## src/rtl/sf_tester_fsm_pkg.sv

```systemverilog
// Shared types and constants for the SF Tester write/read-back path.
package sf_tester_fsm_pkg;

    localparam int unsigned c_pattern_w = 8;

    // Start/increment pairs used by the tester when writing and verifying flash.
    localparam logic [c_pattern_w-1:0] c_tester_pattern_startval_a = 8'h00;
    localparam logic [c_pattern_w-1:0] c_tester_pattern_incrval_a  = 8'h01;
    localparam logic [c_pattern_w-1:0] c_tester_pattern_startval_b = 8'h08;
    localparam logic [c_pattern_w-1:0] c_tester_pattern_incrval_b  = 8'h07;
    localparam logic [c_pattern_w-1:0] c_tester_pattern_startval_c = 8'h10;
    localparam logic [c_pattern_w-1:0] c_tester_pattern_incrval_c  = 8'h0F;
    localparam logic [c_pattern_w-1:0] c_tester_pattern_startval_d = 8'h18;
    localparam logic [c_pattern_w-1:0] c_tester_pattern_incrval_d  = 8'h17;

    localparam int unsigned c_per_iteration_byte_count = 256;

    // Read-back checker states.
    typedef enum logic [1:0] {
        ST_IDLE  = 2'd0,
        ST_CHECK = 2'd1,
        ST_DONE  = 2'd2
    } t_checker_state;

endpackage

```

## src/rtl/sf_pattern_gen.sv

```systemverilog
// Start/increment byte pattern generator; value is registered and wraps mod 256.
module sf_pattern_gen
    import sf_tester_fsm_pkg::*;
(
    input  logic                   clk,
    input  logic                   rst,
    input  logic                   load,
    input  logic                   advance,
    input  logic [c_pattern_w-1:0] start_val,
    input  logic [c_pattern_w-1:0] incr_val,
    output logic [c_pattern_w-1:0] value
);

    logic [c_pattern_w-1:0] incr_q;

    // Load has priority so a new iteration always starts from a clean pattern.
    always_ff @(posedge clk or posedge rst) begin
        if (rst) begin
            value  <= '0;
            incr_q <= '0;
        end else if (load) begin
            value  <= start_val;
            incr_q <= incr_val;
        end else if (advance) begin
            value  <= value + incr_q;
        end
    end

endmodule

```

## config.mk

```make
export PLATFORM = sky130hd
export DESIGN_NAME = sf_pattern_gen
export DESIGN_NICKNAME = d
export VERILOG_FILES = /design/src/rtl/sf_tester_fsm_pkg.sv /design/src/rtl/sf_pattern_gen.sv
export SDC_FILE = /design/constraint.sdc
export NUM_CORES = 1
export LEC_CHECK = 0
export CORE_MARGIN = 1
export CORE_UTILIZATION = 45
export CTS_CLUSTER_DIAMETER = 40
export DETAILED_ROUTE_END_ITERATION = 8
export PLACE_DENSITY = 0.75
export SLEW_MARGIN = 10
export SYNTH_ARGS = -nofsm -noshare
export SYNTH_HDL_FRONTEND = slang
export SYNTH_SLANG_ARGS = --single-unit
```

## constraint.sdc

```tcl
create_clock -name clk -period 2.7 [get_ports clk]
set_input_delay 0.405 -clock clk [delete_from_list [all_inputs] [get_ports clk]]
set_output_delay 0.405 -clock clk [all_outputs]
set_load 0.005 [all_outputs]
```

# Yosys cells after proc, flatten, opt, wreduce, memory -nomap -nowiden
# Index checks and enable logic that the tools add are counted.
# totals
inputBits	20
wordCells	6
register_bits	16
out_inout_bits	8
# classes
mux	2
reduce_logical	1
add_sub_neg	1
# ops
op	count
two-way mux 8 bit	2
adder 8 bit	1
nonzero test 2 bit	1

# Longest topological paths before layout
# Gate-level depths: netlist of the first run.
# depth
depth_word	3
ltp_mapped	8
ltp_nobuf	8

# Worst setup path after synthesis of the first run
# OpenSTA, ideal clock, no wires.
# synth_timing
path_kind	reg-to-reg
start	reg value[1]
end	reg value[7]
path_slack_ns	0.736
setup_ns	0.092
t_required_ns	2.608
n_path_buf	0
synth_period_minus_slack_ns	1.964
t_arrival_ns	1.872
stages_incl_launch_ff	7
cell_sequence	dfrtp_1 > ha_1 > a211oi_2 > nor3_1 > or4_4 > and4_4 > o31ai_2
# synth_between
elab_chain_len	3
# synth_rtl
item	line	rtl
from (decl)	sf_pattern_gen.sv:11	output logic [c_pattern_w-1:0] value
from (signal assigned)	sf_pattern_gen.sv:22	value <= start_val;
from (signal assigned)	sf_pattern_gen.sv:25	value <= value + incr_q;
adder 8 bit	sf_pattern_gen.sv:25	
two-way mux 8 bit	sf_pattern_gen.sv:24	end else if (advance) begin
two-way mux 8 bit	sf_pattern_gen.sv:21	end else if (load) begin
# Every way passes these cells. The select of a mux whose other input is x is not followed.
# A chain may end at the register's enable or synchronous reset.

# Worst setup path in the final report of the first run
# Same ends and word-level chain as after synthesis.

==> qor.yml, run 1 <==
dr.pass1.iters: 5
finalSetupViolations: 0
cts_buffers: 3
cts_buffer_depth: 2
cp.arrival_ns: 2.27
fin_nets: 161
clkPwrFrac_pct: 21.6
fin_util_pct: 61.7
skew_ns: 0.00654
grt-busiest-layer: "met2"
portBuffers: 27
ys_top_cells_by_area: "dfrtp_1 38%, ha_1 8.4%, mux2_2 7.6%, o21ai_0 4.3%, buf_6 4.3%"
final.period_utilization_pct: 76.1
cts_tree: "built"
synth_nets: 131
yosysMostFrequentCell: "dfrtp_1"
status: "finished clean"
die_w_um: 50.1
maxSlewHeadroom_pct: 58.2
grt_usage_pct: 19.9
hold_path.class: "input pin to async pin"
layout_min_cycle_time_ns: 2.05
via_per_inst: 5.35
cts_setup_buffers: 0
yosys_most_used_dff: "dfrtp_1"
diodes: 0
seq_area_frac_synth_pct: 38.5
switching_share_pct: 31.1
rows: 17
multiInputGateArea_sq_um: 569
cts_hold_buf: 0
synth_seq_cells: 16
grt_pass1_vias: 893
clk_latency_ns: 0.29
crit_type: "register to register"
clk_pin_slew_ns: 0.10
drtAntennaViolNets: 0
finalNonFillerCells: 160
coreArea_sq_um: 2190
num_vias: 856
globalplace.congestion: 0.796
drtIter0Drc: 14
grt_max_degree: 18
die_area_sq_um: 2510
dieHeight_um: 50.1
use_met3_pct: 7.10
synthArstFlopShare_pct: 100
drv_slew: 0
synth_edf_count: 0
ir_drop_v: 0.000393
grt_pass1_wl_um: 3730
placed_cells: 156
syn_area_sq_um: 1040
final.setup.tns_ns: 0
hold_viol_final: 0
routed_wl_um: 2110
switchingPower_uw: 233
max_cap_viol_count: 0
synthTopCellsByCount: "16 x dfrtp_1, 10 x nand2_1, 9 x o21ai_0"
postSynthCellCount: 103
ios: 28
worstPathMaxFanout: 3
cp-end-kind: "register"
antenna_found_initial: 0
yosysTopAreaCellShare_pct: 38.5
drc_errors: 0
root_buffer: "clkbuf_4"
dpl.hpwl_um: 1630
internal_power_uw: 516
tightest_slew_ns: 0.626
comb_power_share_pct: 39.2
yosys_warnings: 0
post_drt_wl_per_cell_um: 13.2
nFillCells: 204
synth_area_per_cell_sq_um: 10.1
use_met1_pct: 22.1
overflow: 0
synth_largest_area_cell: "dfrtp_1"
cts_resized: 0
grtUsageMet2_pct: 36.4
power_density_nw_per_um2: 554
start_util_pct: 47.5
regArea_sq_um: 400
numClockSinks: 16
htreeDepth: 1
drive_gt1_share_pct: 13.6
cp.required_ns: 2.92
start_kind: "register"
seqPwrFrac_pct: 39.2
power.leakage_uw: 0.000588
area_growth_pct: 29.9
power_uw: 750
synth.distinct_cells: 32
rsz0062_at_grt: "no"
timing.fmax_mhz: 487
## kinds of logic after synthesis
family | Yosys count | share of synthesized area [%]
buffers and inverters | 11 | 6.85
muxes | 10 | 10.5
adders and majority gates | 8 | 10.3
and+or+nand+nor | 29 | 15.6
DFF | 16 | 38.5
AOI/OAI and AO/OA | 29 | 18.3
## power groups by stage
| stage | clock network (uW) | logic (uW) | registers, uW |
|---|---|---|---|
| final | 162 | 294 | 294 |
| after global routing | 178 | 324 | 300 |
| after CTS | 167 | 295 | 295 |
| after detailed placement | 0 | 291 | 299 |
| after global placement | 0 | 283 | 298 |
| after floorplan | 0 | 190 | 297 |
## final timing paths
kind                                        from               endpoint  slack (ns)  cells past startpoint
min reg2reg                incr_q[2]$_DFFE_PP0P_  incr_q[2]$_DFFE_PP0P_        0.52                      1
max                         value[1]$_DFFE_PP0P_   value[7]$_DFFE_PP0P_        0.65                      6
min                                          rst   value[4]$_DFFE_PP0P_        0.48                      2
min in group clk           incr_q[2]$_DFFE_PP0P_  incr_q[2]$_DFFE_PP0P_        0.52                      1
max in group asynchronous                    rst   value[3]$_DFFE_PP0P_        1.81                      2
max reg2reg                 value[1]$_DFFE_PP0P_   value[7]$_DFFE_PP0P_        0.65                      6
## per-stage QoR
stage | setup slack, ns | area [sq um] | hold slack, ns
2_1_floorplan | 0.736 | 1040 | 0.319
3_3_place_gp | 0.657 | 1320 | 0.501
3_5_place_dp | 0.597 | 1320 | 0.501
4_1_cts | 0.635 | 1350 | 0.501
5_1_grt | 0.512 | 1350 | 0.531
6_report | 0.646 | 1350 | 0.479
## state kept, by name, summed over array words and instances (netlist names)
name	cells
value	8
incr_q	8
## layout by cell type, fill, tap and decap left out
cell             instances
a211o_1                  1
a211oi_1                 1
a211oi_2                 1
a21o_1                   1
a21oi_1                  7
a2bb2oi_1                1
a31oi_1                  1
and2b_1                  1
and4_4                   1
buf_4                    2
clkbuf_4                 3
clkbuf_8                 1
clkdlybuf4s50_1         27
dfrtp_1                 16
fa_1                     1
ha_1                     7
inv_1                    7
mux2_2                   7
mux2i_1                  3
nand2_1                 10
nand3_1                  2
nand3b_1                 2
nor2_1                   1
nor2b_1                  3
nor3_1                   4
nor3b_1                  2
o2111ai_1                1
o21a_1                   2
o21ai_0                  9
o21ai_1                  1
o21bai_1                 1
o31a_2                   1
o31ai_2                  1
or3_1                    2
or4_4                    1
## final cells by class
cell class              count  share of cell area (%)
well taps                  28                    2.59
repair buffers             29                    21.1
inverters                   7                    1.94
clock buffers               4                    2.68
flip-flops and latches     16                    29.6
multi-input cells          76                    42.1
## worst max-delay path: stages, from the launching register on
cell	delay, ns
dfrtp_1	0.41
ha_1	0.34
a211oi_2	0.29
nor3_1	0.11
or4_4	0.49
and4_4	0.19
o31ai_2	0.16
## routing by layer
metal / up-vias / share of wire [%]
met1: 403 / 44
met3: 0 / 5.5
met2: 24 / 50
met4: 0 / 0
met5: - / 0
li1: 429 / -
(Power assumes the default switching activity.)
==> run 2: changes to the inputs <==
--- a/config.mk
+++ b/config.mk
@@ -6,7 +6,7 @@
 export NUM_CORES = 1
 export LEC_CHECK = 0
 export CORE_MARGIN = 1
-export CORE_UTILIZATION = 45
+export CORE_UTILIZATION = 43
 export CTS_CLUSTER_DIAMETER = 40
 export DETAILED_ROUTE_END_ITERATION = 8
 export PLACE_DENSITY = 0.75
==> constraint.sdc (replaced) <==
create_clock -name clk -period 1.8 [get_ports clk]
set_input_delay 0.27 -clock clk [delete_from_list [all_inputs] [get_ports clk]]
set_output_delay 0.27 -clock clk [all_outputs]
set_load 0.005 [all_outputs]
==> run 2 against run 1 <==
  * The flow now finishes with violations (negative setup slack)
  * Sequential share of layout area down 4.8 points
  * Combinational power up 110%
  * Fmax up 8.9%
  * Global-route usage up 0.43 points
  * Worst setup slack worse by 0.73 ns
  * Largest power group is now combinational cells
  * Highest routed layer is now met4
==> qor.yml, run 2 (same netlist as run 1, synthesis figures left out) <==
status: "finished with violations"  # was finished clean
violations: "negative setup slack"
cp.arrival_ns: 2.13  # was 2.27 ns
htreeDepth: 1  # unchanged
grt_usage_pct: 20.3  # was 19.9%
dpl_cell_area_sq_um: 1470  # was 1320 sq um
drive_gt1_share_pct: 35.1  # was 13.6%
setup_ws_ns: -0.0871  # was 0.646 ns
portBuffers: 27  # unchanged
seqPwrFrac_pct: 34.2  # was 39.2%
grt_pass1_wl_um: 3930  # was 3730 um
crit_type: "register to register"  # unchanged
cp-end-kind: "register"  # unchanged
cts_buffers: 3  # unchanged
final_cell_mix: "27 x clkdlybuf4s50_1, 16 x dfrtp_1, 16 x buf_4"  # was 27 x clkdlybuf4s50_1, 16 x dfrtp_1, 10 x nand2_1
drv_slew: 0  # unchanged
mostFrequentLayoutCell: "clkdlybuf4s50_1"  # unchanged
via_per_inst: 5.22  # was 5.35
clk_pin_slew_ns: 0.10  # about the same
die_w_um: 51.2  # was 50.1 um
die_area_sq_um: 2620  # was 2510 sq um
cp.required_ns: 2.04  # was 2.92 ns
crit_family: "compound AO/OA/AOI/OAI gates"  # was simple AND/OR/NAND/NOR gates
hold_path.class: "input pin to async pin"  # unchanged
r2r-start: "value[0]$_DFFE_PP0P_"  # was value[1]$_DFFE_PP0P_
ios: 28  # unchanged
switching_share_pct: 31.6  # was 31.1%
rsz0062_at_grt: "yes"  # was no
critPathSlowestCell: "dfrtp_1"  # was or4_4
diodes: 0  # unchanged
post_drt_wl_per_cell_um: 14.2  # was 13.2 um
routed_wl_um: 2500  # was 2110 um
cp-startpoint: "value[0]$_DFFE_PP0P_"  # was value[1]$_DFFE_PP0P_
coreArea_sq_um: 2250  # was 2190 sq um
max_cap_viol_count: 0  # unchanged
finalNonFillerCells: 176  # was 160
ir_drop_v: 0.000733  # was 0.000393 V
drtAntennaViolNets: 0  # unchanged
dieHeight_um: 51.2  # was 50.1 um
final.period_utilization_pct: 105  # was 76.1%
overflow: 0  # unchanged
stdcell_area_sq_um: 1620  # was 1350 sq um
placed_cells: 169  # was 156
fin_util_pct: 71.6  # was 61.7%
fin_nets: 177  # was 161
clkPwrFrac_pct: 18.4  # was 21.6%
clk_latency_ns: 0.29  # about the same
cts_buffer_depth: 2  # unchanged
top_regs: "incr_q x8, value x8"  # unchanged
area_growth_pct: 55.2  # was 29.9%
grt_max_degree: 17  # was 18
power_density_nw_per_um2: 825  # was 554 nW/um^2
power.leakage_uw: 0.000676  # was 0.000588 uW
skew_ns: 0.00325  # was 0.00654 ns
drc_errors: 0  # unchanged
rows: 17  # unchanged
dpl.hpwl_um: 1770  # was 1630 um
cts_tree: "built"  # unchanged
grt_pass1_vias: 953  # was 893
dr.pass1.iters: 4  # was 5
comb_power_share_pct: 47.4  # was 39.2%
switchingPower_uw: 421  # was 233 uW
num_vias: 919  # was 856
start_kind: "register"  # unchanged
hold_viol_final: 0  # unchanged
cp_num_buf_inv: 1  # was 0
root_buffer: "clkbuf_4"  # unchanged
finalSetupViolations: 2  # was 0
dp_slack_ns: -0.0556  # was 0.597 ns
holdWs_ns: 0.347  # was 0.479 ns
globalplace.congestion: 0.874  # was 0.796
path_cells: "ha_4, inv_2, fa_2, nor2b_2, o31a_2, o21a_1, or3_1, nand3_1"  # was ha_1, a211oi_2, nor3_1, or4_4, and4_4, o31ai_2
internal_power_uw: 911  # was 516 uW
worstPathMaxFanout: 3  # unchanged
start_util_pct: 46.2  # was 47.5%
timing.fmax_mhz: 530  # was 487 MHz
tightest_slew_ns: 0.638  # was 0.626 ns
cts_hold_buf: 0  # unchanged
numClockSinks: 16  # unchanged
drtIter0Drc: 9  # was 14
maxSlewHeadroom_pct: 57.4  # was 58.2%
slowest_delay_ns: 0.43  # was 0.49 ns
layout_min_cycle_time_ns: 1.89  # was 2.05 ns
antenna_found_initial: 0  # unchanged
## run 2: final cells by class
type / count / area [sq um]
clock buffer: 4 / 36.3
inverter: 7 / 28.8
fill: 185 / 639
tap: 28 / 35.0
timing repair buffer: 45 / 422
sequential: 16 / 400
multi-input combinational: 76 / 693
## run 2: worst paths after layout
path                                               to  slack, ns  cells past startpoint
max in group asynchronous        value[1]$_DFFE_PP0P_       1.05                      2
worst min register to register  incr_q[6]$_DFFE_PP0P_       0.53                      1
min in group clk                 value[7]$_DFFE_PP0P_       0.53                      3
worst max-delay path             value[6]$_DFFE_PP0P_      -0.09                      8
worst min-delay path            incr_q[3]$_DFFE_PP0P_       0.35                      2
worst max register to register   value[6]$_DFFE_PP0P_      -0.09                      8
## run 2: layer usage
layer / GRT usage [%] / vias up / part of all wire [%]
met5: 0 / - / 0
met4: 2.78 / 0 / 0.40
met3: 6.25 / 2 / 4.6
met2: 38.8 / 26 / 56
met1: 22.1 / 430 / 39
li1: - / 461 / -
## run 2: repair_timing
item / CTS / global route
setup endpoints to repair: 3 / 4
setup buffers: 2 / 1
pin swaps: 7 / 7
resized for setup: 7 / 10
## run 2: power by group through the flow
stage               logic, uW  registers [uW]  clock network [uW]
floorplan                 321             452                   0
detailed placement        542             451                   0
global placement          532             448                   0
CTS                       573             447                 249
global route              688             462                 265
finish                    632             456                 245
## run 2: stage by stage
stage / TNS, ns / total power, uW
after floorplan: 0 / 773
after global placement: -0.0540 / 980
after CTS: -0.134 / 1270
after detailed placement: -0.111 / 993
final: -0.0929 / 1330
after global routing: -0.299 / 1420
